### src/rtl/pool2x2_stream.sv
// Streaming 2x2 average pooling of a row-major m x m signed feature map.
// Horizontal pair sums of even rows wait in a half-row line buffer until the odd row completes each window.
module pool2x2_stream #(
  parameter int m = 6,
  parameter int W = 16
) (
  input  logic                clk,
  input  logic                reset,
  input  logic                enable,
  input  logic                clear,
  input  logic                in_valid,
  input  logic signed [W-1:0] in_data,
  output logic                out_valid,
  output logic signed [W-1:0] out_data,
  output logic                done
);

  localparam int CW = (m > 2) ? $clog2(m) : 1;
  localparam int LW = (m > 2) ? $clog2(m / 2) : 1;

  logic [CW-1:0]       r;
  logic [CW-1:0]       c;
  logic signed [W-1:0] hold;
  logic signed [W:0]   lb [m/2];

  logic                accept;
  logic                rLast;
  logic                cLast;
  logic [LW-1:0]       lbIdx;
  logic signed [W:0]   pairSum;
  logic signed [W+1:0] winSum;

  assign accept  = enable && !clear && in_valid;
  assign rLast   = (r == CW'(m - 1));
  assign cLast   = (c == CW'(m - 1));
  assign lbIdx   = LW'(c >> 1);
  assign pairSum = (W+1)'(hold) + (W+1)'(in_data);
  // Full window sum is two bits wider than a sample so four extremes cannot wrap.
  assign winSum  = (W+2)'(lb[lbIdx]) + (W+2)'(hold) + (W+2)'(in_data);

  // Counters, held left sample and the registered pooled output.
  always_ff @(posedge clk or negedge reset) begin
    if (!reset) begin
      r         <= '0;
      c         <= '0;
      hold      <= '0;
      out_valid <= 1'b0;
      out_data  <= '0;
      done      <= 1'b0;
    end else begin
      out_valid <= 1'b0;
      done      <= 1'b0;
      if (enable) begin
        if (clear) begin
          r    <= '0;
          c    <= '0;
          hold <= '0;
        end else if (in_valid) begin
          if (!c[0]) hold <= in_data;
          if (r[0] && c[0]) begin
            out_valid <= 1'b1;
            out_data  <= W'(winSum >>> 2);
            done      <= rLast && cLast;
          end
          if (cLast) begin
            c <= '0;
            r <= rLast ? '0 : r + 1'b1;
          end else begin
            c <= c + 1'b1;
          end
        end
      end
    end
  end

  // Every entry is rewritten on an even row before the odd row reads it, so no reset is needed.
  always_ff @(posedge clk) begin
    if (accept && !r[0] && c[0]) lb[lbIdx] <= pairSum;
  end

endmodule

### config.mk
export PLATFORM = sky130hd
export DESIGN_NAME = pool2x2_stream
export DESIGN_NICKNAME = d
export VERILOG_FILES = /design/src/rtl/pool2x2_stream.sv
export SDC_FILE = /design/constraint.sdc
export NUM_CORES = 1
export LEC_CHECK = 0
export ABC_AREA = 1
export CAP_MARGIN = 10
export CORE_ASPECT_RATIO = 0.75
export CORE_MARGIN = 2
export CORE_UTILIZATION = 36
export DETAILED_ROUTE_END_ITERATION = 6
export PLACE_DENSITY_LB_ADDON = 0.08
export SLEW_MARGIN = 25
export SYNTH_ARGS = -nofsm -noshare
export SYNTH_HDL_FRONTEND = slang
export SYNTH_SLANG_ARGS = --single-unit
### constraint.sdc
create_clock -name clk -period 6.1 [get_ports clk]
set_input_delay 0.61 -clock clk [delete_from_list [all_inputs] [get_ports clk]]
set_output_delay 0.61 -clock clk [all_outputs]
set_load 0.05 [all_outputs]
# After elaboration in Yosys (flattened, before gate mapping)
# Memory sizes are Yosys's and may differ from the RTL's.
# Index checks and enable logic that the tools add are counted.
# W data, S select, Z words.
totals:
  mem_count: 1
  ram_bits: 51
  out_inout_bits: 18
  ff_bits: 40
op_classes:
  muxes: 20
  n_reduce_logical: 14
  bitwise: 1
  addsub: 5
  n_eq_ne: 3
mem_list:
  columns: ["memory", "words", "width", "rd", "rd_clocked_by_memory_dff", "wr", "line", "rtl"]
  rows:
  - ["lb", 3, 17, 1, 0, 1, "24", "logic signed [W:0] lb [m/2];"]
op_table:
  columns: ["cell", "n"]
  rows:
  - ["$mux W16", 3]
  - ["$mux W3", 7]
  - ["$add A17 B16 Y18", 1]
  - ["$add A18 B16 Y18", 1]
  - ["$add A16 B16 Y17", 1]
  - ["$mux W1", 10]
  - ["$add A3 B1 Y3 const B", 2]
  - ["$eq A3 B3 Y1 const B", 2]
  - ["$logic_and A1 B1 Y1", 6]
  - ["$reduce_and A3 Y1", 2]
  - ["$reduce_and A4 Y1", 1]
  - ["$reduce_bool A2 Y1", 2]
  - ["$logic_not A1 Y1", 2]
  - ["$ne A2 B1 Y1 const B", 1]
  - ["$reduce_and A2 Y1", 1]
  - ["$not A1 Y1", 1]

# Logic depth before layout (Yosys ltp)
depth:
  ltp_word: 7
  ltp_mapped: 18
  ltp_nobuf: 17

# Worst setup path before layout
# Ideal clock, no wire load.
synth_timing:
  kind: "register to register"
  startpoint: "reg c[2]"
  endpoint: "reg out_data[13]"
  synth_period_minus_slack_ns: 3.115
  stages_incl_launch_ff: 17
  t_required_ns: 5.982
  arrival_ns: 2.997
  path_slack_ns: 2.985
  setup_ns: 0.118
  path_cell_list: "dfrtp_1 > buf_2 > nor2_1 > buf_2 > a21oi_1 > fa_1 > a21oi_1 > fa_1 > nand3_1 > nand2_1 > a21oi_1 > o21ai_1 > nand2_1 > nand3_1 > xor2_1 > nand2_1 > nand2_1"
synth_between:
  elab_chain_len: 3
synth_lines:
  columns: ["element", "line", "rtl"]
  rows:
  - ["from (decl)", "22", "logic [CW-1:0] c;"]
  - ["from (signal assigned)", "69", "c <= c + 1'b1;"]
  - ["$mem_v2 Z3 W17", null, null]
  - ["$add A17 B16 Y18", "39", "assign winSum = (W+2)'(lb[lbIdx]) + (W+2)'(hold) + (W+2)'(in_data);"]
  - ["$add A18 B16 Y18", "39", null]
  - ["to (signal assigned)", "62", "out_data <= W'(winSum >>> 2);"]
  - ["to (decl)", "14", "output logic signed [W-1:0] out_data,"]
# Every way passes these cells.
# A chain may end at the register's enable or synchronous reset.

# Final worst setup path
# Ends and elaborated chain as after synthesis.

==> flow_summary.toml <==
[status]
status = "finished clean"

[timing]
worst_pin_slew_ps = 958.8
drv_slew = 0
finalHoldViolCount = 0
slew-limit-headroom = 0.3608
setup_viol = 0
post-route-min-period_ps = 3666
tns_ps = 0
fmax_mhz = 272.8
rsz0062_at_grt = "no"
fin_worst_skew_ps = 8.728
timing.final.crit_share = 0.6010

[hold_path]
hp-class = "input pin to async pin"

[layout]
n_antenna_cell = 0
nets = 663
syn2layout_area_growth_pct = 17.42
drive_gt1_frac = 0.05017
fillers = 1408
layout_commonest_cell = "nand2_1"
final_cell_mix = "nand2_1 (162), edfxtp_1 (51), nand3_1 (47), inv_1 (40), dfrtp_1 (40)"

[power]
finalPower_mw = 2.911
p_switching_mw = 1.265
p_sw_frac = 0.4348
p_leak_nw = 2.661
power_density_nw_per_um2 = 476.7
p_clk_frac = 0.189
ir_drop_mv = 0.1640
comb_power_share = 0.516
p_int_mw = 1.645
p_seq_frac = 0.294

[grt]
grt-ovfl-total = 0
antenna_found_initial = 0
grtUsageTotal = 0.1824
grt_start_max_net_pins = 41
grt_pass1_vias = 3949
grt_pass1_wl_um = 20950

[logic_synthesis]
async_flop_share = 0.4396
synth_top_family_by_area = "simple AND/OR/NAND/NOR gates"
avgSynthCellArea_um2 = 9.437
synthXorXnorAreaFrac = 0.04042
yosys.area_share.simple = 0.2055
ys_types = 37
syn_inst = 551
ys_ff_latch = 91
syn_nets = 621
synthMuxAreaShare = 0
synth-compound-area-share = 0.08446
synth_warnings = 0
synthAdderAreaFrac = 0.1439
synth.cell_area_um2 = 5200
synth_ff_type = "edfxtp_1"
ys_seq_area_frac = 0.4870
synth_edf_count = 51

[flow_run]
cap_violations = 0

[detailed_routing]
drt_wl_total_um = 12600
drt_iter0_markers = 151
wl_per_cell_um = 15.79
vias = 3852
firstDrtPassIters = 4
viasPerCell = 4.827
drc = 0
ant_nets = 0

[critical_path]
endpoint_kind = "flop"
arrival_ps = 3910
cp-start-kind = "flop"
critPathBufInv = 1
critical_path.max_fanout = 22
crit_required_ps = 6340
slowest_delay_ps = 970
path_common_cell = "nand2_1"
crit_path_top_delay_cell = "dfrtp_1"
crit_family = "adder cells"
crit_type = "flop to flop"
cp_cell_sequence = "nor2_1 > buf_4 > nand2_1 > nand3_1 > fa_1 > fa_1 > nand3_1 > nand2_1 > a21oi_1 > o21ai_1 > nand2_1 > nand3_1 > xor2_1 > nand2_1 > nand2_1"

[clocking]
post-cts-setup-buffer-count = 0
clock_latency_ps = 350
clkSlewWorstSetupHoldPaths_ps = 60
cts_made_buffers = 9
ctsResizeCount = 0
root_buffer = "clkbuf_16"
holdBufCountCts = 0
cts_sinks = 91
clockBufferDepth = 2
htree_levels = 3
cts_tree = "done"

[die]
start_util = 0.3634
core_um2 = 14310
rows = 38
ios = 39
fp.dieW_um = 142.8
die-area_um2 = 15430
dieHeight_um = 108.1

[place]
dpl.hpwl_um = 9090
gp_congestion = 0.8542
portBuffers = 38
[final cells by class]
cell class / count / area [um2] / area share
flip-flops and latches: 91 / 2532 / 0.4148
multi-input cells: 408 / 2475 / 0.4053
repair buffers: 42 / 407.9 / 0.06680
well taps: 200 / 250.2 / 0.04098
clock buffers: 11 / 232.7 / 0.03811
inverters: 41 / 153.9 / 0.02520
clock inverters: 5 / 53.80 / 0.008811
[power by group through the flow]
stage	Clock [mW]	Sequential [mW]	Combinational [mW]
finish	0.551	0.856	1.50
CTS	0.568	0.859	1.52
detailed placement	0	0.870	1.51
global route	0.586	0.871	1.71
global placement	0	0.868	1.50
floorplan	0	1.02	0.921
[layer usage]
| metal | global-route usage | part of all wire | up-vias |
|---|---|---|---|
| li1 | - | - | 1943 |
| met1 | 0.2516 | 0.50 | 1841 |
| met2 | 0.2898 | 0.45 | 59 |
| met3 | 0.04739 | 0.042 | 9 |
| met4 | 0.04314 | 0.0087 | 0 |
| met5 | 0 | 0 | - |
[kinds of logic (layout without fill, tap and decap cells)]
group | Yosys count | after routing
buf+inv | 52 | 99
fa+ha+maj | 49 | 49
flops | 91 | 91
compound gates | 79 | 79
simple gates | 256 | 256
xor+xnor | 24 | 24
[sequential cells by signal, indices dropped and copies added, names as in the netlist]
name,count
out_data,16
c,3
done,1
lb,51
out_valid,1
r,3
hold,16
[stage by stage]
stage          cells  instance area [um2]  worst slack [ps]  hold slack (ps)    util
3_5_place_dp     782                 5814              2458            472.1  0.4063
2_1_floorplan    551                 5200              2985            314.4       -
6_report         798                 6106              2434            257.1  0.4266
5_1_grt          798                 6106              2088            298.1  0.4266
4_1_cts          798                 6101              2430            475.9  0.4263
3_3_place_gp     782                 5814              2481            465.8  0.4063
[worst paths after layout]
kind,from,end,slack [ps],depth (start not counted)
worst min-delay path,reset,done$_DFF_PN0_,260,1
min in group clk,out_data[8]$_DFFE_PN0P_,out_data[8]$_DFFE_PN0P_,480,2
worst max-delay path,c[2]$_DFFE_PN0P_,out_data[13]$_DFFE_PN0P_,2430,15
max in group asynchronous,reset,hold[10]$_DFFE_PN0P_,5450,1
worst max register to register,c[2]$_DFFE_PN0P_,out_data[13]$_DFFE_PN0P_,2430,15
worst min register to register,out_data[8]$_DFFE_PN0P_,out_data[8]$_DFFE_PN0P_,480,2
[Yosys cell counts, types with 2 or more instances]
| library cell | n | area (um2) |
|---|---|---|
| inv_1 | 40 | 150.1 |
| clkbuf_1 | 5 | 18.77 |
| edfxtp_1 | 51 | 1531 |
| o21ai_1 | 4 | 20.02 |
| nor2_1 | 29 | 108.9 |
| nor3_1 | 4 | 20.02 |
| a21oi_1 | 33 | 165.2 |
| o22ai_1 | 3 | 18.77 |
| a21o_1 | 2 | 15.01 |
| xor2_1 | 16 | 140.1 |
| ha_1 | 31 | 387.9 |
| nand3_1 | 47 | 235.2 |
| nand2_1 | 163 | 611.8 |
| xnor2_1 | 8 | 70.07 |
| nor4_1 | 2 | 12.51 |
| nand2_2 | 3 | 18.77 |
| nand4_1 | 2 | 12.51 |
| buf_2 | 5 | 25.02 |
| o21ai_0 | 25 | 125.1 |
| fa_1 | 18 | 360.4 |
| a31oi_1 | 3 | 18.77 |
| o31ai_1 | 3 | 22.52 |
| dfrtp_1 | 40 | 1001 |
(Power assumes the default switching activity.)
